--- src/rtl/pcm_i2s_tx_if.sv ---
// PCM sample handshake between a producer and the I2S transmitter.
// The producer drives pcm_in/pcm_valid and the transmitter returns pcm_ready.
interface pcm_i2s_tx_if;
   logic [15:0] pcm_in;
   logic        pcm_valid;
   logic        pcm_ready;

   modport master (output pcm_in, output pcm_valid, input pcm_ready);
   modport slave  (input pcm_in, input pcm_valid, output pcm_ready);
endinterface

--- src/rtl/pcm_i2s_tx.sv ---
// Mono 16-bit PCM to I2S serializer with a one-entry input buffer.
// Each 32-bit frame carries the same sample on the left and right channels.
module pcm_i2s_tx #(
   parameter int unsigned BCLK_HALF_DIV = 4
) (
   input  logic               clk,
   input  logic               reset,
   pcm_i2s_tx_if.slave        pcm,
   output logic               i2s_bclk,
   output logic               i2s_lrclk,
   output logic               i2s_sdata,
   output logic               frame_start,
   output logic               underrun
);

   localparam logic [7:0] DIV_LAST = 8'(BCLK_HALF_DIV - 1);

   logic [7:0]  div_q,   div_d;
   logic        bclk_q,  bclk_d;
   logic [4:0]  bit_q,   bit_d;
   logic        lr_q,    lr_d;
   logic        sd_q,    sd_d;
   logic        fs_q,    fs_d;
   logic        ur_q,    ur_d;
   logic        ready_q, ready_d;
   logic        full_q,  full_d;
   logic [15:0] buf_q,   buf_d;
   logic [15:0] frame_q, frame_d;

   logic        tick;
   logic        fall;
   logic        accept;

   always_comb begin
      div_d   = div_q + 8'd1;
      bclk_d  = bclk_q;
      bit_d   = bit_q;
      lr_d    = lr_q;
      sd_d    = sd_q;
      fs_d    = 1'b0;
      ur_d    = 1'b0;
      full_d  = full_q;
      buf_d   = buf_q;
      frame_d = frame_q;

      tick   = (div_q == DIV_LAST);
      fall   = tick && bclk_q;
      accept = pcm.pcm_valid && ready_q;

      if (tick) begin
         div_d  = '0;
         bclk_d = ~bclk_q;
      end

      if (fall) begin
         bit_d = bit_q + 5'd1;
         if (bit_q == 5'd31) begin
            // Load decision uses the buffer state from the start of the cycle.
            if (full_q) frame_d = buf_q;
            ur_d   = ~full_q;
            fs_d   = 1'b1;
            full_d = 1'b0;
         end
         // Both channel halves index frame[15 - bit_cnt[3:0]], i.e. the inverted low nibble.
         sd_d = frame_d[~bit_d[3:0]];
         lr_d = (bit_d >= 5'd15) && (bit_d != 5'd31);
      end

      if (accept) begin
         full_d = 1'b1;
         buf_d  = pcm.pcm_in;
      end

      ready_d = ~full_d;
   end

   always_ff @(posedge clk) begin
      if (reset) begin
         div_q   <= '0;
         bclk_q  <= 1'b0;
         bit_q   <= 5'd31;
         lr_q    <= 1'b0;
         sd_q    <= 1'b0;
         fs_q    <= 1'b0;
         ur_q    <= 1'b0;
         ready_q <= 1'b0;
         full_q  <= 1'b0;
         buf_q   <= '0;
         frame_q <= '0;
      end else begin
         div_q   <= div_d;
         bclk_q  <= bclk_d;
         bit_q   <= bit_d;
         lr_q    <= lr_d;
         sd_q    <= sd_d;
         fs_q    <= fs_d;
         ur_q    <= ur_d;
         ready_q <= ready_d;
         full_q  <= full_d;
         buf_q   <= buf_d;
         frame_q <= frame_d;
      end
   end

   assign pcm.pcm_ready = ready_q;
   assign i2s_bclk      = bclk_q;
   assign i2s_lrclk     = lr_q;
   assign i2s_sdata     = sd_q;
   assign frame_start   = fs_q;
   assign underrun      = ur_q;

endmodule

--- src/flat_wrapper.sv ---
// flat-port wrapper written by rule: the top's interface ports become plain ports
module pcm_i2s_tx_flat 
#(
   parameter int unsigned BCLK_HALF_DIV = 4
)
  (clk, reset, i2s_bclk, i2s_lrclk, i2s_sdata, frame_start, underrun, pcm_pcm_in, pcm_pcm_valid, pcm_pcm_ready);
  pcm_i2s_tx_if pcm_i ();
  input  logic clk;
  input  logic reset;
  output logic i2s_bclk;
  output logic i2s_lrclk;
  output logic i2s_sdata;
  output logic frame_start;
  output logic underrun;
  input wire logic [$bits(pcm_i.pcm_in)-1:0] pcm_pcm_in;
  input wire logic [$bits(pcm_i.pcm_valid)-1:0] pcm_pcm_valid;
  output wire logic [$bits(pcm_i.pcm_ready)-1:0] pcm_pcm_ready;
  assign pcm_i.pcm_in = pcm_pcm_in;
  assign pcm_i.pcm_valid = pcm_pcm_valid;
  assign pcm_pcm_ready = pcm_i.pcm_ready;
  pcm_i2s_tx #(.BCLK_HALF_DIV(BCLK_HALF_DIV)) u_core (.clk(clk), .reset(reset), .pcm(pcm_i), .i2s_bclk(i2s_bclk), .i2s_lrclk(i2s_lrclk), .i2s_sdata(i2s_sdata), .frame_start(frame_start), .underrun(underrun));
endmodule
--- config.mk ---
export PLATFORM = sky130hd
export DESIGN_NAME = pcm_i2s_tx_flat
export DESIGN_NICKNAME = d
export VERILOG_FILES = /design/src/rtl/pcm_i2s_tx_if.sv /design/src/rtl/pcm_i2s_tx.sv /design/src/flat_wrapper.sv
export SDC_FILE = /design/constraint.sdc
export NUM_CORES = 1
export LEC_CHECK = 0
export BUFFER_PORTS_ARGS = -buffer_cell sky130_fd_sc_hd__buf_2
export CAP_MARGIN = 0
export CORE_ASPECT_RATIO = 1.25
export CORE_UTILIZATION = 52
export DETAILED_ROUTE_END_ITERATION = 7
export PLACE_DENSITY = 0.75
export SYNTH_ARGS = -nofsm -noshare
export SYNTH_HDL_FRONTEND = slang
export SYNTH_SLANG_ARGS = --single-unit
--- constraint.sdc ---
create_clock -name clk -period 2.2 [get_ports clk]
set_clock_uncertainty 0.15 [all_clocks]
set_input_delay 0.33 -clock clk [delete_from_list [all_inputs] [get_ports clk]]
set_output_delay 0.33 -clock clk [all_outputs]
set_load 0.01 [all_outputs]
# Yosys cells after proc, flatten, opt, wreduce, memory -nomap -nowiden
# Cells that the tools add are included.
[classes]
n_addsub = 2
n_lt_le_gt_ge = 2
eq_ne = 3
muxes = 9
bitwise_logic = 6
n_reduce_logical = 6
[op_table]
columns = ["operator", "count"]
rows = [
  ["16-bit two-way mux", 3],
  ["8-bit by 1-bit adder with 8-bit output, second input constant", 1],
  ["8-bit by 2-bit == test with 1-bit output, second input constant", 1],
  ["5-bit by 1-bit adder with 5-bit output, second input constant", 1],
  ["5-bit == test, second input constant", 1],
  ["5-bit by 4-bit greater-or-equal comparator with 1-bit output, second input constant", 1],
  ["4-bit by 5-bit less-than comparator with 1-bit output, second input constant", 1],
  ["1-bit two-way mux", 5],
  ["5-bit inequality test, second input constant", 1],
  ["1-bit inverter", 5],
  ["1-bit binary-select mux with 4-bit select", 1],
  ["4-bit inverter", 1],
  ["2-bit OR reduction", 2],
  ["1-bit logical AND", 3],
  ["3-bit OR reduction", 1],
]
[totals]
ff_bits = 52
input_bits = 19
output_inout_bits = 6
elab_cells = 39

# Logic depth before layout (Yosys ltp)
[depth]
depth_word = 5
ltp_mapped = 9
depth_no_buf = 8

# Worst setup path after synthesis
# OpenSTA, ideal clock, no wires.
[synth_path]
path_kind = "register to register"
start = "register u_core.bit_q[1]"
end = "register u_core.sd_q, in the netlist u_core.i2s_sdata"
setup_time_ps = 124
arrival_time_ps = 2159
required_time_ps = 1926
setup_slack_ps = -233
path_stages_with_launch = 9
n_path_buf = 0
synth_period_minus_slack_ps = 2433
path_cell_list = "dfxtp_1 -> ha_1 -> and3_1 -> ha_1 -> nand2_4 -> mux4_2 -> mux2i_1 -> nor4_1 -> a2111o_1"
[synth_via]
elab_chain_len = 5
elab_cells_between_ends = 7
classes_between = "add/sub: 1; eq/ne: 1; mux: 4; bitwise: 1"
[synth_lines]
columns = ["item", "line_no", "rtl"]
rows = [
  ["from (decl)", "pcm_i2s_tx.sv:20", "logic [4:0] bit_q, bit_d;"],
  ["from (signal assigned)", "pcm_i2s_tx.sv:93", "bit_q <= bit_d;"],
  ["branches (longest 3 deep; another with 5-bit by 1-bit adder with 5-bit output)", "-", ""],
  ["1-bit binary-select mux with 4-bit select *", "pcm_i2s_tx.sv:65", "sd_d = frame_d[~bit_d[3:0]];"],
  ["1-bit two-way mux (implied by the code) *", "pcm_i2s_tx.sv:65", ""],
  ["to (signal assigned)", "pcm_i2s_tx.sv:83", "sd_q <= 1'b0;"],
  ["to (signal assigned)", "pcm_i2s_tx.sv:95", "sd_q <= sd_d;"],
  ["to (decl)", "pcm_i2s_tx.sv:22", "logic sd_q, sd_d;"],
]
# Every way passes the cells marked *. The select of a mux whose other input is x is not followed.
# A chain may end at the register's enable or synchronous reset.

# Worst setup path in the final report
# Same ends and word-level chain as after synthesis.

==> impl_metrics.env <==
export IMPL_crit_path_frequent_cell="ha_4"
export IMPL_crit_chain="ha_4 > and3_4 > ha_4 > nand2_4 > mux4_2 > mux2i_1 > nor4_1 > a2111o_1"
export IMPL_synthCells=242
export IMPL_portBuffers=24
export IMPL_stdcell_count=334
export IMPL_syn_area_mm2=0.00233
export IMPL_final_cell_mix="50 x dfxtp_1, 41 x nand2_1, 32 x nor2_1"
export IMPL_synth_seq_area_share_pct=44.7
export IMPL_nets=301
export IMPL_critPathBufInv=0
export IMPL_p_leak_nw=1.23
export IMPL_drc=0
export IMPL_viasPerCell=5.29
export IMPL_final_common_cell="dfxtp_1"
export IMPL_synth_top_family_by_area="simple AND/OR/NAND/NOR gates"
export IMPL_fillers=349
export IMPL_synthAdderAreaFrac_pct=2.15
export IMPL_firstDrtPassIters=4
export IMPL_seqCellArea_mm2=0.00104
export IMPL_path_class="flip-flop to flip-flop"
export IMPL_post_route_period_util_pct=103
export IMPL_row_count=26
export IMPL_dp_hpwl_mm=3.25
export IMPL_hold_viol_final=0
export IMPL_root_buffer="clkbuf_8"
export IMPL_synth_distinct_cells=38
export IMPL_violations="negative setup slack"
export IMPL_dp_cells=327
export IMPL_comb_power_share_pct=8.2
export IMPL_numClockSinks=52
export IMPL_die_x_um=61.9
export IMPL_p_clk_share_pct=33.6
export IMPL_slew_headroom_pct=60.6
export IMPL_ant_nets=0
export IMPL_cts_htree_levels=2
export IMPL_io_pins=25
export IMPL_maxSlewViolCount=0
export IMPL_setup_viol=1
export IMPL_fin_crit_ns=2.26
export IMPL_final_util_pct=64.7
export IMPL_grt_pass1_wl_mm=7.56
export IMPL_synthMuxAreaShare_pct=16.9
export IMPL_clock_latency_ns=0.30
export IMPL_die_h_um=76.9
export IMPL_initial_utilization_pct=55.5
export IMPL_total_power_mw=1.70
export IMPL_gp_congestion=0.844
export IMPL_worst_path_dominant_cell_family="multiplexers"
export IMPL_worst_endpoint_required_ns=2.24
export IMPL_start_kind="flip-flop"
export IMPL_power_switching_mw=0.387
export IMPL_cellPowerDensity_mw_per_mm2=627
export IMPL_p_seq_share_pct=58.2
export IMPL_ctsResizeCount=0
export IMPL_hold_class="input pin to flip-flop"
export IMPL_grt_pass1_vias=1626
export IMPL_post_cts_buffers=0
export IMPL_grt_max_degree=26
export IMPL_via_count=1768
export IMPL_critical_path_endpoint_type="flip-flop"
export IMPL_syn2layout_area_growth_pct=16.4
export IMPL_diodes=0
export IMPL_synth_simple_area_share_pct=22.0
export IMPL_tightest_slew_ns=0.589
export IMPL_fmax_mhz=442
export IMPL_overflow=0
export IMPL_antenna_found_initial=0
export IMPL_cap_violations=0
export IMPL_ys_seq_elements=52
export IMPL_ir_drop_mv=0.587
export IMPL_status="finished with violations"
export IMPL_cts_made_buffers=5
export IMPL_wl_per_cell_um=13.4
export IMPL_p_int_mw=1.31
export IMPL_drive_gt1_share_pct=22.3
export IMPL_multiInputGateArea_mm2=0.00124
export IMPL_critPathMaxStageDelay_ns=0.49
export IMPL_coreArea_mm2=0.00420
export IMPL_critPathSlowestCell="mux4_2"
export IMPL_avgSynthCellArea_um2=9.63
export IMPL_cts_path_max_buffers=2
export IMPL_cts_tree="built"
export IMPL_routed_wl_mm=4.48
export IMPL_crit_fanout=4
export IMPL_switching_share_pct=22.7
export IMPL_dpl_cell_area_mm2=0.00262
export IMPL_die_area_mm2=0.00476
export IMPL_drt_iter0_markers=54
export IMPL_synth_xor_area_share_pct=4.51
export IMPL_rsz0062_at_grt="true"
export IMPL_clk_pin_slew_worst_paths_ns=0.09
export IMPL_yosys_warnings=0
export IMPL_synth_nets=265
export IMPL_crit_arrival_ns=2.30
export IMPL_synth_compound_area_share_pct=6.44
export IMPL_setup_slack_ns=-0.0612
export IMPL_postLayoutCellArea_mm2=0.00271
export IMPL_grt_usage_pct=21.4
## routing by layer
metal	up-vias	part of all wire, %	GRT usage, %
met5	-	0	0
met4	0	1.1	7.56
met3	5	2.6	5.23
met2	26	51	34.3
met1	840	46	27.3
li1	897	-	-
## registers in the layout (all words and copies together), names as in the netlist
| signal | count |
|---|---|
| u_core.bit_q | 5 |
| u_core.i2s_sdata | 1 |
| u_core.i2s_bclk | 1 |
| u_core.underrun | 1 |
| u_core.full_q | 1 |
| u_core.pcm.pcm_ready | 1 |
| u_core.div_q | 8 |
| u_core.frame_q | 16 |
| u_core.buf_q | 16 |
| u_core.i2s_lrclk | 1 |
| u_core.frame_start | 1 |
## what timing repair did
item	CTS	global route
pin swaps	0	0
endpoints found under the setup margin	1	1
hold buffers	0	0
## power groups by stage
stage,clock [mW],sequential (mW),combinational [mW]
2_1_floorplan,0,1.01,0.0890
3_3_place_gp,0,1.01,0.138
3_5_place_dp,0,1.01,0.140
4_1_cts,0.585,0.990,0.142
5_1_grt,0.620,0.994,0.157
6_report,0.572,0.990,0.139
## synthesized netlist by cell type, drive strengths merged
library cell  count  area (µm²)
xnor2             5        43.8
nor2b             2        12.5
o221ai            1        8.76
ha                4        50.1
nor3              1        5.00
and2b             1        7.51
a2111o            1        11.3
nor3b             1        7.51
nand3             7        47.6
nand2b            5        31.3
clkbuf            8        30.0
dfxtp            52        1040
nand2            43         171
and2              3        18.8
buf               5        41.3
mux2i            19         190
a221oi            1        8.76
a211o             1        8.76
a21oi            20         100
and3b             1        8.76
xor2              7        61.3
nand3b            2        15.0
a21boi            1        7.51
nor4              2        12.5
nor4b             2        30.0
mux4              8         203
nor2             32         120
or3               1        6.26
inv               2        7.50
o21ai             1        5.00
and3              3        18.8
## worst reg2reg max path, stage by stage (launching register included)
cell and delay [ns]:
dfxtp_2 0.35, ha_4 0.16, and3_4 0.18, ha_4 0.16, nand2_4 0.08, mux4_2 0.49
mux2i_1 0.14, nor4_1 0.06, a2111o_1 0.39
## path summary, 6_finish.rpt
| kind | startpoint | to | slack, ns | cells after the start |
|---|---|---|---|---|
| setup / recovery | u_core.bit_q[1] | u_core.i2s_sdata | -0.06 | 8 |
| hold / removal | pcm_pcm_in[5] | u_core.buf_q[5] | 0.11 | 3 |
| setup reg to reg | u_core.bit_q[1] | u_core.i2s_sdata | -0.06 | 8 |
| hold reg to reg | u_core.i2s_lrclk | u_core.i2s_lrclk | 0.31 | 2 |
## per-stage QoR
| stage | setup slack [ns] | hold WS (ns) | setup TNS [ns] |
|---|---|---|---|
| final | -0.0612 | 0.110 | -0.0612 |
| after global routing | -0.133 | 0.107 | -0.133 |
| after CTS | -0.0699 | 0.104 | -0.0699 |
| after detailed placement | -0.0623 | 0.300 | -0.0623 |
| after global placement | -0.0163 | 0.295 | -0.0163 |
| after floorplan | -0.0565 | 0.288 | -0.0565 |
## logic make-up (layout without fill, tap and decap cells)
family,Yosys count,count (layout)
mux,27,27
simple gates,106,106
compound gates,26,26
xor+xnor,12,12
buf+inv,15,51
fa+ha+maj,4,4
flops,52,52
## area by class of cell
type / instances / area share, %
inverters: 2 / 0.277
repair buffers: 42 / 9.41
clock buffers: 7 / 3.55
multi-input cells: 175 / 45.7
flip-flops and latches: 52 / 38.5
well taps: 56 / 2.58
No activity file was read; power rests on OpenSTA's default activity.
